===== src/rtl/booth_pp_seq_accum_if.sv =====
// Operand, booth_pp and product bus for booth_pp_seq_accum.
// slave = the sequencer; master = the surrounding source/booth_pp/consumer.
interface booth_pp_seq_accum_if #(
  parameter int W = 8
);
  logic             in_valid;
  logic             in_ready;
  logic [W-1:0]     in_x;
  logic [W-1:0]     in_y;
  logic [W-1:0]     pp_y;
  logic [2:0]       pp_booth_bits;
  logic [W:0]       pp_in;
  logic             cpl_in;
  logic             out_valid;
  logic             out_ready;
  logic [2*W-1:0]   out_product;

  modport slave (
    input  in_valid, in_x, in_y, pp_in, cpl_in, out_ready,
    output in_ready, pp_y, pp_booth_bits, out_valid, out_product
  );

  modport master (
    output in_valid, in_x, in_y, pp_in, cpl_in, out_ready,
    input  in_ready, pp_y, pp_booth_bits, out_valid, out_product
  );
endinterface


===== src/rtl/booth_pp_seq_accum.sv =====
// Radix-4 Booth sequencer/accumulator around an external booth_pp (latency PP_LAT).
// Optional macro BOOTH_ACC_EARLY_EXIT_EN stops issuing once the remaining digits are all zero.
module booth_pp_seq_accum #(
  parameter int W      = 8,
  parameter int PP_LAT = 0
) (
  input  logic               clk,
  input  logic               rst,
  booth_pp_seq_accum_if.slave bus
);
  localparam int N  = W / 2;
  localparam int KW = (N > 1) ? $clog2(N) : 1;
  localparam int W2 = 2 * W;

  typedef enum logic [1:0] {S_IDLE, S_ISSUE, S_DRAIN, S_DONE} state_t;

  state_t          r_state;
  logic [W-1:0]    r_x;
  logic [W-1:0]    r_y;
  logic [KW-1:0]   r_i;
  logic [2:0]      r_bits;
  logic [W2-1:0]   r_acc;
  logic [W2-1:0]   r_product;
  logic            r_in_ready;
  logic            r_out_valid;

  logic            w_ret_v;
  logic [KW-1:0]   w_ret_k;
  logic            w_pipe_more;
  logic            w_last;
  logic [W:0]      w_xe;
  logic [2:0]      w_next_bits;
  logic [W2-1:0]   w_pp_ext;
  logic [W2-1:0]   w_term;
  logic [W2-1:0]   w_acc_next;

  assign w_xe = {r_x, 1'b0};

`ifdef BOOTH_ACC_EARLY_EXIT_EN
  // w_fits[j]: x[W-1:2j-1] all equal, so digits j..N-1 are zero
  logic [W-2:0]  w_diff;
  logic [N:0]    w_fits;
  logic [KW:0]   w_nxt_idx;

  assign w_diff    = r_x[W-1:1] ^ r_x[W-2:0];
  assign w_nxt_idx = {1'b0, r_i} + (KW+1)'(1);

  always_comb begin
    w_fits    = '0;
    w_fits[N] = 1'b1;
    for (int j = 1; j < N; j++) begin
      w_fits[j] = ((w_diff >> (2 * j - 1)) == {(W-1){1'b0}});
    end
  end

  assign w_last = w_fits[w_nxt_idx];
`else
  assign w_last = (r_i == KW'(N - 1));
`endif

  always_comb begin
    w_next_bits = 3'b000;
    for (int k = 1; k < N; k++) begin
      if (!w_last && (r_i == KW'(k - 1))) begin
        w_next_bits = w_xe[2*k +: 3];
      end
    end
  end

  generate
    if (PP_LAT == 0) begin : g_ret_comb
      assign w_ret_v     = (r_state == S_ISSUE);
      assign w_ret_k     = r_i;
      assign w_pipe_more = 1'b0;
    end else begin : g_ret_pipe
      logic [PP_LAT-1:0] r_pv;
      logic [KW-1:0]     r_pk [PP_LAT];

      // {valid, digit} travels alongside the result inside booth_pp
      always_ff @(posedge clk) begin
        if (rst) begin
          r_pv <= '0;
          for (int s = 0; s < PP_LAT; s++) r_pk[s] <= '0;
        end else begin
          r_pv[0] <= (r_state == S_ISSUE);
          r_pk[0] <= r_i;
          for (int s = 1; s < PP_LAT; s++) begin
            r_pv[s] <= r_pv[s-1];
            r_pk[s] <= r_pk[s-1];
          end
        end
      end

      always_comb begin
        w_pipe_more = 1'b0;
        for (int s = 0; s < PP_LAT - 1; s++) w_pipe_more = w_pipe_more | r_pv[s];
      end

      assign w_ret_v = r_pv[PP_LAT-1];
      assign w_ret_k = r_pk[PP_LAT-1];
    end
  endgenerate

  assign w_pp_ext   = {{(W-1){bus.pp_in[W]}}, bus.pp_in};
  assign w_term     = (w_pp_ext + {{(W2-1){1'b0}}, bus.cpl_in}) << {w_ret_k, 1'b0};
  assign w_acc_next = w_ret_v ? (r_acc + w_term) : r_acc;

  always_ff @(posedge clk) begin
    if (rst) begin
      r_state     <= S_IDLE;
      r_x         <= '0;
      r_y         <= '0;
      r_i         <= '0;
      r_bits      <= 3'b000;
      r_acc       <= '0;
      r_product   <= '0;
      r_in_ready  <= 1'b1;
      r_out_valid <= 1'b0;
    end else begin
      case (r_state)
        S_IDLE: begin
          if (bus.in_valid) begin
            r_x        <= bus.in_x;
            r_y        <= bus.in_y;
            r_i        <= '0;
            r_acc      <= '0;
            r_bits     <= {bus.in_x[1:0], 1'b0};
            r_in_ready <= 1'b0;
            r_state    <= S_ISSUE;
          end
        end
        S_ISSUE: begin
          r_acc  <= w_acc_next;
          r_bits <= w_next_bits;
          r_i    <= r_i + KW'(1);
          if (w_last) begin
            if (PP_LAT == 0) begin
              r_product   <= w_acc_next;
              r_out_valid <= 1'b1;
              r_state     <= S_DONE;
            end else begin
              r_state <= S_DRAIN;
            end
          end
        end
        S_DRAIN: begin
          r_acc <= w_acc_next;
          // the last in-order result is at the tail with nothing behind it
          if (w_ret_v && !w_pipe_more) begin
            r_product   <= w_acc_next;
            r_out_valid <= 1'b1;
            r_state     <= S_DONE;
          end
        end
        S_DONE: begin
          if (bus.out_ready) begin
            r_out_valid <= 1'b0;
            r_in_ready  <= 1'b1;
            r_state     <= S_IDLE;
          end
        end
        default: begin
          r_state     <= S_IDLE;
          r_in_ready  <= 1'b1;
          r_out_valid <= 1'b0;
        end
      endcase
    end
  end

  assign bus.in_ready      = r_in_ready;
  assign bus.pp_y          = r_y;
  assign bus.pp_booth_bits = r_bits;
  assign bus.out_valid     = r_out_valid;
  assign bus.out_product   = r_product;
endmodule


===== src/flat_wrapper.sv =====
// flat-port wrapper written by rule: the top's interface ports become plain ports
module booth_pp_seq_accum_flat 
#(
  parameter int W      = 8,
  parameter int PP_LAT = 0
)
  (clk, rst, bus_in_valid, bus_in_x, bus_in_y, bus_pp_in, bus_cpl_in, bus_out_ready, bus_in_ready, bus_pp_y, bus_pp_booth_bits, bus_out_valid, bus_out_product);
  booth_pp_seq_accum_if #(.W(W)) bus_i ();
  input  logic clk;
  input  logic rst;
  input wire logic [$bits(bus_i.in_valid)-1:0] bus_in_valid;
  input wire logic [$bits(bus_i.in_x)-1:0] bus_in_x;
  input wire logic [$bits(bus_i.in_y)-1:0] bus_in_y;
  input wire logic [$bits(bus_i.pp_in)-1:0] bus_pp_in;
  input wire logic [$bits(bus_i.cpl_in)-1:0] bus_cpl_in;
  input wire logic [$bits(bus_i.out_ready)-1:0] bus_out_ready;
  output wire logic [$bits(bus_i.in_ready)-1:0] bus_in_ready;
  output wire logic [$bits(bus_i.pp_y)-1:0] bus_pp_y;
  output wire logic [$bits(bus_i.pp_booth_bits)-1:0] bus_pp_booth_bits;
  output wire logic [$bits(bus_i.out_valid)-1:0] bus_out_valid;
  output wire logic [$bits(bus_i.out_product)-1:0] bus_out_product;
  assign bus_i.in_valid = bus_in_valid;
  assign bus_i.in_x = bus_in_x;
  assign bus_i.in_y = bus_in_y;
  assign bus_i.pp_in = bus_pp_in;
  assign bus_i.cpl_in = bus_cpl_in;
  assign bus_i.out_ready = bus_out_ready;
  assign bus_in_ready = bus_i.in_ready;
  assign bus_pp_y = bus_i.pp_y;
  assign bus_pp_booth_bits = bus_i.pp_booth_bits;
  assign bus_out_valid = bus_i.out_valid;
  assign bus_out_product = bus_i.out_product;
  booth_pp_seq_accum #(.W(W), .PP_LAT(PP_LAT)) u_core (.clk(clk), .rst(rst), .bus(bus_i));
endmodule

===== config.mk =====
export PLATFORM = sky130hd
export DESIGN_NAME = booth_pp_seq_accum_flat
export DESIGN_NICKNAME = d
export VERILOG_FILES = /design/src/rtl/booth_pp_seq_accum_if.sv /design/src/rtl/booth_pp_seq_accum.sv /design/src/flat_wrapper.sv
export SDC_FILE = /design/constraint.sdc
export NUM_CORES = 1
export LEC_CHECK = 0
export ABC_CLOCK_PERIOD_IN_PS = 3750
export CAP_MARGIN = 15
export CORE_ASPECT_RATIO = 1.1
export CORE_MARGIN = 2
export CORE_UTILIZATION = 49
export CTS_CLUSTER_SIZE = 30
export DETAILED_ROUTE_END_ITERATION = 10
export GPL_TIMING_DRIVEN = 1
export PLACE_DENSITY = 0.74
export SYNTH_ARGS = -nofsm -noshare
export SYNTH_HDL_FRONTEND = slang
export SYNTH_SLANG_ARGS = --single-unit

===== constraint.sdc =====
create_clock -name clk -period 3.75 [get_ports clk]
set_clock_uncertainty 0.1 [all_clocks]
set_input_delay 0.75 -clock clk [delete_from_list [all_inputs] [get_ports clk]]
set_output_delay 0.75 -clock clk [all_outputs]
set_load 0.1 [all_outputs]

==> flow_metrics.tcl <==
set metrics [dict create \
    final_common_cell "nand2_1" \
    track_usage_pct 26.15 \
    startpoint_type "input pin" \
    final_cell_mix "nand2_1 (79), buf_4 (67), dfxtp_1 (56), clkdlybuf4s50_1 (52), a21oi_1 (45)" \
    syn_avg_cell_area_sq_um 7.736 \
    cts.htree.levels 2 \
    numPortBuffers 58 \
    numCtsBuffers 5 \
    via_count 3722 \
    core_area_sq_um 7007 \
    cp_top_family "compound AO/OA/AOI/OAI gates" \
    hold_class "flop to flop" \
    drv_cap 0 \
    outcome "finished, final reports clean" \
    hold_violations 0 \
    cp_cell_sequence "clkbuf_2 -> ha_4 -> ha_4 -> buf_4 -> xnor2_1 -> nand2_1 -> o311ai_2 -> o21ai_2 -> ha_1 -> buf_4 -> nand4b_1 -> a2111o_1 -> a2111oi_4 -> a311o_1 -> a21oi_2" \
    ys_ff_latch 56 \
    synth-edff-count 0 \
    critPathMaxFanout 4 \
    powerDensity_nw_per_um2 431.3 \
    critPathArrivalTime_ps 3640 \
    peakVddDrop_mv 0.3558 \
    ant_nets 0 \
    post-dp-hpwl_um 7616 \
    hold_ws_ps 358.7 \
    ys.warnings.count 0 \
    netlist_instances 459 \
    synthToLayoutAreaGrowth_pct 38.80 \
    antenna_found_initial 0 \
    die_w_um 85.17 \
    gp_congestion 1.001 \
    power.sequential.fraction_pct 32.9 \
    intPower_w 0.001218 \
    path_class "input pin to flop" \
    pwr-share-clk_pct 16.8 \
    synth_fp_nets 518 \
    num_rows 32 \
    die_h_um 93.29 \
    ys.flop_type "dfxtp_1" \
    insertion_delay_ps 320 \
    worstSetupEndpointType "flop" \
    overflow 0 \
    synth_area_sq_um 3551 \
    start_util_pct 50.68 \
    finalSetupViolCount 0 \
    route.detailed.drc 0 \
    final_nets 629 \
    grt_pass1_wl_um 16820 \
    cts_hold_buf 0 \
    layout-drive-gt1-share_pct 19.44 \
    max_stage_delay_ps 520 \
    avgRoutedWirePerCell_um 15.44 \
    first_global_vias 3638 \
    root_buffer "clkbuf_8" \
    synthArstFlopShare_pct 0 \
    power.leakage_nw 2.047 \
    switchingPower_w 0.0009076 \
    viasPerCell 5.674 \
    first_iter_violations 182 \
    drv_slew 0 \
    path_clk_slew_ps 110 \
    tightest_slew_ps 984.4 \
    min_period_ps 3550 \
    clock_sink_count 56 \
    pin_count 59 \
    synth_cell_types 58 \
    firstDrtPassIters 7 \
    swShare_pct 42.70 \
    grt_max_degree 36 \
    max-slew-margin-rel_pct 34.17 \
    grt_setup_unrepaired "false" \
    totalWireLength_um 10130 \
    tritoncts "done" \
    cts_buffer_depth 2 \
    antenna_cells 0 \
    total_power_w 0.002126 \
    required_ps 3840 \
    critPathSlowestCell "a2111o_1" \
    p_comb_share_pct 50.2 \
    fin_crit_sh_pct 94.66 \
    ys_seq_area_share_pct 31.57 \
    die_area_sq_um 7945 \
    cp_num_buf_inv 3 \
    fmax_mhz 281.7 \
]
metal layers:
| layer | wire length [um] | share of wire [%] | global-route usage, % | up-vias |
|---|---|---|---|---|
| met4 | 220 | 2.2 | 7.540 | 0 |
| met5 | 0 | 0 | 0 | - |
| met3 | 481 | 4.7 | 2.736 | 21 |
| li1 | - | - | - | 1855 |
| met1 | 4180 | 41 | 31.32 | 1742 |
| met2 | 5245 | 52 | 48.89 | 104 |
tightest hold or removal path, cell delays in order (launching register included):
cell and delay [ps]:
dfxtp_1 320, nand2_1 50, a21oi_1 50
power by group through the flow:
| stage | Clock [W] | Combinational, W | Sequential, W |
|---|---|---|---|
| 4_1_cts | 0.000367 | 0.00104 | 0.000700 |
| 3_5_place_dp | 0 | 0.000997 | 0.000712 |
| 3_3_place_gp | 0 | 0.000976 | 0.000708 |
| 5_1_grt | 0.000384 | 0.00116 | 0.000709 |
| 2_1_floorplan | 0 | 0.000513 | 0.000844 |
| 6_report | 0.000358 | 0.00107 | 0.000700 |
state kept, by name, indices dropped and copies added, names as in the netlist:
register	count
u_core.r_x	7
u_core.r_state	2
u_core.bus.out_valid	1
u_core.bus.in_ready	1
u_core.bus.pp_booth_bits	3
u_core.bus.pp_y	8
u_core.r_acc	16
u_core.bus.out_product	16
u_core.r_i	2
per-stage QoR:
| step | instance area (sq um) | setup TNS (ps) | utilization, % | instances | worst slack [ps] |
|---|---|---|---|---|---|
| floorplan | 3551 | 0 | - | 459 | 24.00 |
| global placement | 4621 | -10090 | 65.95 | 642 | -705.6 |
| detailed placement | 4621 | -11180 | 65.95 | 642 | -767.0 |
| CTS | 4863 | 0 | 69.41 | 655 | 35.05 |
| global route | 4928 | 0 | 70.34 | 656 | 57.91 |
| finish | 4928 | 0 | 70.34 | 656 | 200.4 |
final timing paths:
path              depth (start not counted)               start                          to  slack, ps
hold / removal                            2  u_core.bus.pp_y[5]          u_core.bus.pp_y[5]        360
setup / recovery                         15          bus_cpl_in  u_core.bus.out_product[15]        200
setup reg to reg                         10       u_core.r_i[0]  u_core.bus.out_product[15]        400
hold reg to reg                           2  u_core.bus.pp_y[5]          u_core.bus.pp_y[5]        360
Yosys cell counts (3+ instances only):
library cell / count / area, sq um
inv_1: 13 / 48.80
o21ai_0: 30 / 150.1
a21o_1: 6 / 45.04
nor3_1: 6 / 30.03
o21a_1: 6 / 45.04
clkbuf_1: 19 / 71.32
nor2b_1: 3 / 18.77
a32oi_1: 3 / 26.28
and2_1: 6 / 37.54
dfxtp_1: 56 / 1121
or3_1: 5 / 31.28
a22oi_1: 5 / 37.54
a21oi_1: 49 / 245.2
and3_1: 3 / 18.77
a211oi_1: 5 / 37.54
xnor2_1: 5 / 43.79
ha_1: 28 / 350.3
nand2b_1: 4 / 25.02
nor2_1: 40 / 150.1
nand3_1: 13 / 65.06
nand2_1: 80 / 300.3
xor2_1: 7 / 61.31
a31oi_1: 4 / 25.02
buf_2: 3 / 15.01
a32o_1: 5 / 50.05
o311ai_0: 3 / 26.28
nand4_1: 5 / 31.28
mux2i_1: 9 / 90.09
kinds of logic after synthesis:
| family | after synthesis | synth area share [%] |
|---|---|---|
| AO/OA/AOI/OAI | 139 | 25.37 |
| XOR/XNOR | 12 | 2.960 |
| adder cells (fa/ha/maj) | 29 | 10.43 |
| buffers and inverters | 36 | 3.911 |
| flip-flops | 56 | 31.57 |
| multiplexers | 11 | 3.171 |
| AND/OR/NAND/NOR | 176 | 22.59 |
layout make-up:
cell class / instances / area, sq um
clock buffers: 5 / 68.82
clock inverters: 3 / 27.53
fillers: 569 / 2078
inverters: 13 / 48.80
multi-input cells: 367 / 2450
flip-flops and latches: 56 / 1121
well taps: 85 / 106.4
repair buffers: 127 / 1106
timing repair:
action / in CTS / in global routing
setup buffers: 5 / 1
gates cloned: 0 / 0
gates resized for setup: 31 / 19
endpoints found under the setup margin: 18 / 9
pin swaps: 16 / 9
(Power assumes the default switching activity.)
